===== src/rtl/transmission_estimator.sv =====
// Dark-channel transmission estimator: latches A / 1/A per frame, streams 3x3 windows through a 4-stage pipe.
// Optional TE_T0_CLAMP_EN: clamp out_t from below at T0.
module transmission_estimator #(
   parameter int unsigned PIX_PER_FRAME = 307200,
   parameter int unsigned OMEGA         = 243,
   parameter int unsigned T0            = 26
) (
   input  logic        clk,
   input  logic        rst,
   input  logic        a_valid,
   input  logic [7:0]  a_r,
   input  logic [7:0]  a_g,
   input  logic [7:0]  a_b,
   input  logic [15:0] inv_a_r,
   input  logic [15:0] inv_a_g,
   input  logic [15:0] inv_a_b,
   input  logic        in_valid,
   output logic        in_ready,
   input  logic [23:0] pix_1,
   input  logic [23:0] pix_2,
   input  logic [23:0] pix_3,
   input  logic [23:0] pix_4,
   input  logic [23:0] pix_5,
   input  logic [23:0] pix_6,
   input  logic [23:0] pix_7,
   input  logic [23:0] pix_8,
   input  logic [23:0] pix_9,
   output logic        out_valid,
   input  logic        out_ready,
   output logic [7:0]  out_t,
   output logic [23:0] out_pix,
   output logic [7:0]  out_a_r,
   output logic [7:0]  out_a_g,
   output logic [7:0]  out_a_b,
   output logic        frame_done
);

   localparam int unsigned CW = (PIX_PER_FRAME > 1) ? $clog2(PIX_PER_FRAME) : 1;
   localparam logic [CW-1:0] LAST_IDX = CW'(PIX_PER_FRAME - 1);

   if (PIX_PER_FRAME < 1) begin : g_chk_ppf
      $error("PIX_PER_FRAME must be at least 1");
   end
   if (OMEGA > 255 || T0 > 255) begin : g_chk_q08
      $error("OMEGA and T0 are Q0.8 and must fit in 8 bits");
   end

   typedef enum logic [1:0] {WAIT_A, RUN, DRAIN} state_t;
   state_t state, state_nx;

   logic [CW-1:0] pix_cnt;
   logic [7:0]    act_a_r, act_a_g, act_a_b, sh_a_r, sh_a_g, sh_a_b;
   logic [15:0]   act_inv_r, act_inv_g, act_inv_b, sh_inv_r, sh_inv_g, sh_inv_b;
   logic          pend, load_a;
   logic          v1, v2, v3, v4, stall, accept;

   logic [7:0]  s1_mn_r, s1_mn_g, s1_mn_b, s2_m_r, s2_m_g, s2_m_b, s3_d, s4_t;
   logic [23:0] s1_pix, s2_pix, s3_pix, s4_pix;

   logic [8:0][23:0] win;
   logic [7:0]       mn_r, mn_g, mn_b, m_r, m_g, m_b, d, t_fin;

   // (min9 * invA) >> 8, saturated to 8 bits
   function automatic logic [7:0] sat_scale(input logic [7:0] mn, input logic [15:0] inv);
      logic [23:0] p;
      logic [15:0] q;
      p = 24'(mn) * 24'(inv);
      q = 16'(p >> 8);
      return (|q[15:8]) ? 8'hFF : q[7:0];
   endfunction

   assign stall    = v4 & ~out_ready;
   assign accept   = in_valid & in_ready;
   assign win      = {pix_9, pix_8, pix_7, pix_6, pix_5, pix_4, pix_3, pix_2, pix_1};

   assign out_valid = v4;
   assign out_t     = s4_t;
   assign out_pix   = s4_pix;
   assign out_a_r   = act_a_r;
   assign out_a_g   = act_a_g;
   assign out_a_b   = act_a_b;

   always_comb begin
      state_nx   = state;
      in_ready   = 1'b0;
      frame_done = 1'b0;
      load_a     = 1'b0;
      case (state)
         WAIT_A: begin
            if (a_valid || pend) begin
               load_a   = 1'b1;
               state_nx = RUN;
            end
         end
         RUN: begin
            in_ready = ~stall;
            if (in_valid && !stall && pix_cnt == LAST_IDX) state_nx = DRAIN;
         end
         DRAIN: begin
            if (!v1 && !v2 && !v3 && v4 && out_ready) begin
               frame_done = 1'b1;
               state_nx   = WAIT_A;
            end
         end
         default: state_nx = WAIT_A;
      endcase
   end

   always_ff @(posedge clk or negedge rst) begin
      if (!rst) begin
         state   <= WAIT_A;
         pix_cnt <= '0;
      end else begin
         state <= state_nx;
         if (accept) pix_cnt <= (pix_cnt == LAST_IDX) ? '0 : pix_cnt + 1'b1;
      end
   end

   // A direct load in WAIT_A takes priority over the shadow copy and never sets pending
   always_ff @(posedge clk or negedge rst) begin
      if (!rst) begin
         act_a_r <= '0; act_a_g <= '0; act_a_b <= '0;
         act_inv_r <= '0; act_inv_g <= '0; act_inv_b <= '0;
         sh_a_r <= '0; sh_a_g <= '0; sh_a_b <= '0;
         sh_inv_r <= '0; sh_inv_g <= '0; sh_inv_b <= '0;
         pend <= 1'b0;
      end else if (load_a) begin
         if (a_valid) begin
            act_a_r <= a_r; act_a_g <= a_g; act_a_b <= a_b;
            act_inv_r <= inv_a_r; act_inv_g <= inv_a_g; act_inv_b <= inv_a_b;
         end else begin
            act_a_r <= sh_a_r; act_a_g <= sh_a_g; act_a_b <= sh_a_b;
            act_inv_r <= sh_inv_r; act_inv_g <= sh_inv_g; act_inv_b <= sh_inv_b;
         end
         pend <= 1'b0;
      end else if (a_valid) begin
         sh_a_r <= a_r; sh_a_g <= a_g; sh_a_b <= a_b;
         sh_inv_r <= inv_a_r; sh_inv_g <= inv_a_g; sh_inv_b <= inv_a_b;
         pend <= 1'b1;
      end
   end

   always_comb begin
      mn_r = '1;
      mn_g = '1;
      mn_b = '1;
      for (int unsigned i = 0; i < 9; i++) begin
         if (win[i][23:16] < mn_r) mn_r = win[i][23:16];
         if (win[i][15:8]  < mn_g) mn_g = win[i][15:8];
         if (win[i][7:0]   < mn_b) mn_b = win[i][7:0];
      end
   end

   always_comb begin
      logic [15:0] od;
      logic [7:0]  sc, t_raw;
      m_r = sat_scale(s1_mn_r, act_inv_r);
      m_g = sat_scale(s1_mn_g, act_inv_g);
      m_b = sat_scale(s1_mn_b, act_inv_b);
      d = s2_m_r;
      if (s2_m_g < d) d = s2_m_g;
      if (s2_m_b < d) d = s2_m_b;
      od    = 16'(OMEGA) * 16'(s3_d);
      sc    = 8'(od >> 8);
      t_raw = 8'd255 - sc;
`ifdef TE_T0_CLAMP_EN
      t_fin = (t_raw < 8'(T0)) ? 8'(T0) : t_raw;
`else
      t_fin = t_raw;
`endif
   end

   always_ff @(posedge clk or negedge rst) begin
      if (!rst) begin
         v1 <= 1'b0; v2 <= 1'b0; v3 <= 1'b0; v4 <= 1'b0;
         s1_mn_r <= '0; s1_mn_g <= '0; s1_mn_b <= '0; s1_pix <= '0;
         s2_m_r <= '0; s2_m_g <= '0; s2_m_b <= '0; s2_pix <= '0;
         s3_d <= '0; s3_pix <= '0;
         s4_t <= '0; s4_pix <= '0;
      end else if (!stall) begin
         v1 <= accept;
         s1_mn_r <= mn_r; s1_mn_g <= mn_g; s1_mn_b <= mn_b; s1_pix <= pix_5;
         v2 <= v1;
         s2_m_r <= m_r; s2_m_g <= m_g; s2_m_b <= m_b; s2_pix <= s1_pix;
         v3 <= v2;
         s3_d <= d; s3_pix <= s2_pix;
         v4 <= v3;
         s4_t <= t_fin; s4_pix <= s3_pix;
      end
   end

endmodule

===== config.mk =====
export PLATFORM = sky130hd
export DESIGN_NAME = transmission_estimator
export DESIGN_NICKNAME = d
export VERILOG_FILES = /design/src/rtl/transmission_estimator.sv
export SDC_FILE = /design/constraint.sdc
export NUM_CORES = 2
export LEC_CHECK = 0
export CORE_UTILIZATION = 30
export CTS_CLUSTER_SIZE = 14
export DETAILED_ROUTE_END_ITERATION = 10
export SLEW_MARGIN = 40
export SYNTH_ARGS = -nofsm -noshare
export SYNTH_HDL_FRONTEND = slang
export SYNTH_SLANG_ARGS = --single-unit

===== constraint.sdc =====
create_clock -name clk -period 14.4 [get_ports clk]
set_clock_uncertainty 0.05 [all_clocks]
set_input_delay 4.32 -clock clk [delete_from_list [all_inputs] [get_ports clk]]
set_output_delay 4.32 -clock clk [all_outputs]
set_load 0.005 [all_outputs]

* Word-level counts from Yosys, hierarchy flattened
Cells that the tools add are included.
Operators by class: bitwise logic cells 4, reduce and logical (&&, ||, !) cells 17, div/mod/pow operators 0, multiply operators 4, shifts and indexed selects 0, $add $sub $neg 2, multiplexer cells 50, eq/ne operators 6, $lt $le $gt $ge 29
Operator list (number):
- 2-to-1 mux 8 bit | 35
- < comparator 8 bit | 26
- multiplier 8 x 16 -> 24 bit | 3
- 2-to-1 mux 16 bit | 3
- < comparator 8 bit (second input constant) | 3
- OR reduction 8 bit | 3
- adder 19 x 1 -> 19 bit (second input constant) | 1
- == test 19 bit (second input constant) | 1
- 2-to-1 mux 19 bit | 1
- multiplier 8 x 8 -> 16 bit (first input constant) | 1
- subtractor 8 bit (first input constant) | 1
- 2-to-1 mux 1 bit | 7
- logical AND 1 bit | 6
- 2-to-1 mux 2 bit | 3
- != test 2 bit (second input constant) | 3
- case mux 2 bit (3 select lines) | 1
- logical NOT 1 bit | 4
- AND reduction 3 bit | 1
- AND 1 bit | 2
- == test 2 x 1 -> 1 bit (second input constant) | 1
- == test 2 bit (second input constant) | 1
- logical NOT 2 bit | 1
- NOT 1 bit | 2
- nonzero test 2 bit | 1
- logical OR 1 bit | 1
Storage, ports and cells: bits in writable memories 0, output and inout port bits 59, latch bits 0, register bits after elaboration 330, input bits 293, memories kept 0, logic and storage cells 143, ROM bits 0

* Longest topological paths before layout
word-level depth 18, mapped depth 89, depth with buffers taken out 83

* Worst setup path after synthesis
Ideal clock, no wire load.
path kind input to register, start input pix_1[21], end register s1_mn_r[0], path buffers 6, arrival 18904 ps, stages on the path 82, data required time 14213 ps, library setup time 137 ps, slack -4690 ps, path through inv_1 -> ha_1 -> a21o_1 -> a21o_1 -> a221oi_1 -> o21a_1 -> buf_1 -> a21oi_1 -> ha_1 -> a21o_1 -> a21o_1 -> and2_1 -> nor3_1 -> o211a_1 -> o21a_1 -> nor2_1 -> clkbuf_1 -> nor2_1 -> [46 not listed] -> mux2i_1 -> ha_1 -> a21o_1 -> a21o_1 -> a21oi_1 -> nand2_1 -> o41ai_1 -> a41oi_1 -> mux2_2 -> ha_1 -> nor2b_1 -> o21ai_0 -> nand2b_1 -> a2111oi_0 -> o21ai_0 -> a31oi_2 -> mux2i_1 -> a21oi_1
On the way: cells in the longest elaborated chain, start to end 18
RTL lines:
- start, declared | RTL line 19 | input logic [23:0] pix_1,
- < comparator 8 bit | RTL line 148 | if (win[i][23:16] < mn_r) mn_r = win[i][23:16];
- 2-to-1 mux 8 bit * | RTL line 148
- < comparator 8 bit | RTL line 148
- 2-to-1 mux 8 bit * | RTL line 148
- < comparator 8 bit | RTL line 148
- 2-to-1 mux 8 bit * | RTL line 148
- < comparator 8 bit | RTL line 148
- 2-to-1 mux 8 bit * | RTL line 148
- [2 not listed]
- < comparator 8 bit | RTL line 148
- 2-to-1 mux 8 bit * | RTL line 148
- < comparator 8 bit | RTL line 148
- 2-to-1 mux 8 bit * | RTL line 148
- < comparator 8 bit | RTL line 148
- 2-to-1 mux 8 bit * | RTL line 148
- < comparator 8 bit | RTL line 148
- 2-to-1 mux 8 bit * | RTL line 148
- end signal, assigned | RTL line 182 | s1_mn_r <= mn_r; s1_mn_g <= mn_g; s1_mn_b <= mn_b; s1_pix <= pix_5;
- end, declared | RTL line 57 | logic [7:0] s1_mn_r, s1_mn_g, s1_mn_b, s2_m_r, s2_m_g, s2_m_b, s3_d, s4_t;
Mark *: on every way between the ends. The rest lies on a longest branch, timed or not. A chain may end at the register's enable or synchronous reset.

* Final worst setup path
start input pix_1[21], end register s1_mn_r[6]
The elaborated chain is that of the path after synthesis.

==> results.md <==
- Status: finished with violations
- Violated checks: negative setup slack
- Std-Cell Rows: ~120
- TritonCTS clock tree: built
- Number of fill cells: 10500
- CP Max Fanout: 7
- Average wire per standard cell: around 16 um
- Vertical die dimension: approximately 330 um
- Share of the cycle needed by the critical path after routing: 117%
- Worst Reg2Reg Path Length in Cells: 27
- Reg-to-Reg End: s2_m_r[0]
- Wire length after detailed routing: slightly below 100000 um
- Combined buffer and inverter count along the critical path: 8
- DRC errors left: 0
- Antenna violations before repair: 13
- Vias after detailed routing: 29200
- Post-CTS Hold Buffers: 0
- Rel. slew slack: a little under half
- Horizontal extent of the die: around 330 um
- R2r setup slk: a little over 7000 ps
- Least-Margin Pin Slew: 808 ps
- Starting density of the core: a little under a third
- Register area share after synthesis: around a quarter
- FMAX: 59.1 MHz
- Number of nets in the final layout: between 5000 and 6000
- Number of synthesized register bits: 330
- Floorplan Core Area: roughly 110000 um2
- Weighted congestion reported at the end of routability-driven placement: 0.880
- Instance count along the most critical hold path: 2
- Drt first pass iters: 5
- Share of post-route cells with drive strength above 1: between 20% and 30%
- Summed area of non-filler cells in the final layout: ~47000 um2
- Unrepaired setup endpoints after global routing: yes
- Inserted Clock Buffers: 41
- Synthesized area: around 33000 um2
- Min Hold Slack: 411 ps
- Share of synthesized flip-flops with an asynchronous set or reset: between 90% and 100%
- Buffers on Ports: approximately 350
- Logic depth of the worst path, buffers included: 76
- Worst path slowest cell: o41ai_4
- Kind of critical path: primary input to flip-flop
- Clock root buffer master: clkbuf_16
- Critical Path End: s1_mn_r[6]
- Number of design-rule violations left by the first detailed-router iteration: 1074
- Most instantiated flip-flop cell in the synthesis netlist: dfrtp_1
- Maximum number of buffers from clock root to sink: 3
- YS warnings: 0
- Delay of the slowest cell on the worst path: ~410 ps
- Via count of the first global-routing pass: around 30000
- Count of boundary I/O pins: around 350
- Placed cell area: ~42000 um2
- Final Slew Violations: 0
- Synth-to-layout area growth: 41.8%
- Maximum capacitance violations: 0
- Clock period minus final worst setup slack: ~17000 ps
- Die Footprint: 111000 um2
- Final hold violation count: 0
- Data arrival, critical path: around 17000 ps
- Number of instances in the synthesized netlist: between 3000 and 4000
- Synthesized Nets: 4516
- Number of flops mapped to enable cells by yosys: 0
- Clock transition at the register clock pins on the worst setup and hold paths after CTS: approximately 60 ps
- Most used cell, CP: a21o_1
- Total global routing overflow: 0
- Post-synthesis cell type count: 100
- Final ANT Viol Nets: 0
- Syn_area_per_cell: 9.02 um2
- Share of the core filled with cells: 42.9%
- Type of origin of the critical path: primary input
- Required time worst endpoint: about 15000 ps
- Number of failing setup endpoints in the final timing report: 24
- Min setup slack post-route: -2520 ps
- Hold/Removal Path Class: flip-flop to flip-flop
- Pin count of the biggest net entering global routing: between 90 and 100
- Top delay family on crit path: compound AO/OA/AOI/OAI gates
- CTS sink count: 330
- Post-DR vias/cell: approximately 4.8
- Worst r2r src: s1_mn_r[2]
- H-tree depth reported by CTS: 2
- Wire length of the first global-routing pass: ~160000 um
- Global-route usage over all layers: about 17%
- Startpoint of the most critical setup path: pix_1[21]
- Half-perimeter wire length of the detailed placement result: 72000 um
- Type of element capturing the critical path: flip-flop
- Worst-Skew Late Latency: 580 ps
[Yosys cell counts, types with 7 or more instances]
cell type	count	area share, %
a2bb2oi_1	15	0.40
o22a_1	13	0.35
a311o_1	10	0.30
mux2i_1	139	4.2
a21o_1	49	1.1
xnor2_1	31	0.82
and2_1	254	4.8
mux2_2	116	4.0
nand2b_1	27	0.51
inv_1	447	5.1
buf_1	16	0.18
nand2_1	536	6.1
xor2_1	22	0.58
o21bai_1	16	0.36
o2bb2ai_1	8	0.21
o31ai_1	11	0.25
a211oi_1	22	0.50
o21ai_0	94	1.4
and3_1	18	0.34
nand3_1	50	0.76
fa_1	266	16
o21a_1	27	0.62
o21ai_1	9	0.14
a21oi_1	202	3.1
clkbuf_1	106	1.2
maj3_1	7	0.21
nor2b_1	25	0.47
nand4_1	17	0.32
or3_1	13	0.25
nor2_1	214	2.4
ha_1	304	12
o211ai_1	13	0.30
a31oi_1	13	0.25
nor3_1	34	0.52
dfrtp_1	330	25
[what timing repair did]
item | in CTS | in global routing
endpoints found under the setup margin | 24 | 24
gates cloned | 4 | 0
pin swaps | 149 | 161
buffers inserted | 257 | 45
gates resized for setup | 294 | 161
[cells by family after synthesis]
group | share of synthesized area [%]
AO/OA/AOI/OAI | 12.9
flip-flops | 25.1
multiplexers | 8.31
buffers and inverters | 6.77
AND/OR/NAND/NOR | 17.7
adder cells (fa/ha/maj) | 27.9
XOR/XNOR | 1.41
[state kept, by name, summed over array words and instances, names as in the netlist, 16 cells and up]
| signal | cells |
|---|---|
| out_pix | 24 |
| s1_pix | 24 |
| s2_pix | 24 |
| s3_pix | 24 |
| pix_cnt | 19 |
| act_inv_b | 16 |
| act_inv_g | 16 |
| act_inv_r | 16 |
| sh_inv_b | 16 |
| sh_inv_g | 16 |
| sh_inv_r | 16 |
[area by class of cell]
cell class,instances,area (um2),share of cell area (%)
Clock inverter,15,189,0.404
Antenna cell,8,20.0,0.0429
Sequential cell,330,8260,17.7
Multi-Input combinational cell,2745,24500,52.6
Tap cell,1414,1770,3.79
Timing Repair Buffer,1063,8980,19.2
Clock buffer,56,1200,2.58
Inverter,448,1740,3.73
[worst min path at each step]
| stage | start | end | slack, ps |
|---|---|---|---|
| after floorplan | s1_pix[0] | s1_pix[0] | 390 |
| after global placement | s3_pix[20] | s3_pix[20] | 400 |
| after detailed placement | out_pix[4] | out_pix[4] | 410 |
| after CTS | s3_pix[20] | s3_pix[20] | 420 |
| after global routing | s1_pix[17] | s1_pix[17] | 430 |
| final | out_pix[20] | out_pix[20] | 410 |
[per-stage QoR]
| step | setup TNS [ps] | setup slack [ps] | cells |
|---|---|---|---|
| after floorplan | -65700 | -3280 | 3653 |
| after global placement | -84940 | -3790 | 5703 |
| after detailed placement | -90540 | -4060 | 5704 |
| after CTS | -50350 | -2220 | 6033 |
| after global routing | -68250 | -3310 | 6078 |
| final | -52990 | -2520 | 6079 |
[layer usage]
layer | global-route usage [%] | wire length (um)
met1 | 21.2 | 41300
met2 | 30.5 | 48600
met3 | 2.92 | 4000
met4 | 5.51 | 2950
met5 | 0 | 77
[cell usage in the layout (no fill, tap or decap), types with 43 or more instances in the layout]
cell               n
dfrtp_1          330
fa_1             266
nand2_1          526
ha_4              47
a21oi_2           43
clkdlybuf4s50_1  305
a21o_1            48
o21ai_0           63
buf_4            685
mux2_2           108
a21oi_1          152
and2_1           248
ha_1             251
nor2_1           183
inv_1            417
clkbuf_16         43
mux2i_1          113
[worst register-to-register path, delay by kind of cell, from the launching register on]
family                     cells  cell delay [ps]
AOI/OAI and AO/OA             16             3450
adders and majority gates      5             1780
and+or+nand+nor                4             1270
DFF                            1              610
buffers and inverters          2               90
Power is not shown: default switching activity piles up to over one toggle a cycle in this logic, so the estimate is an artifact.
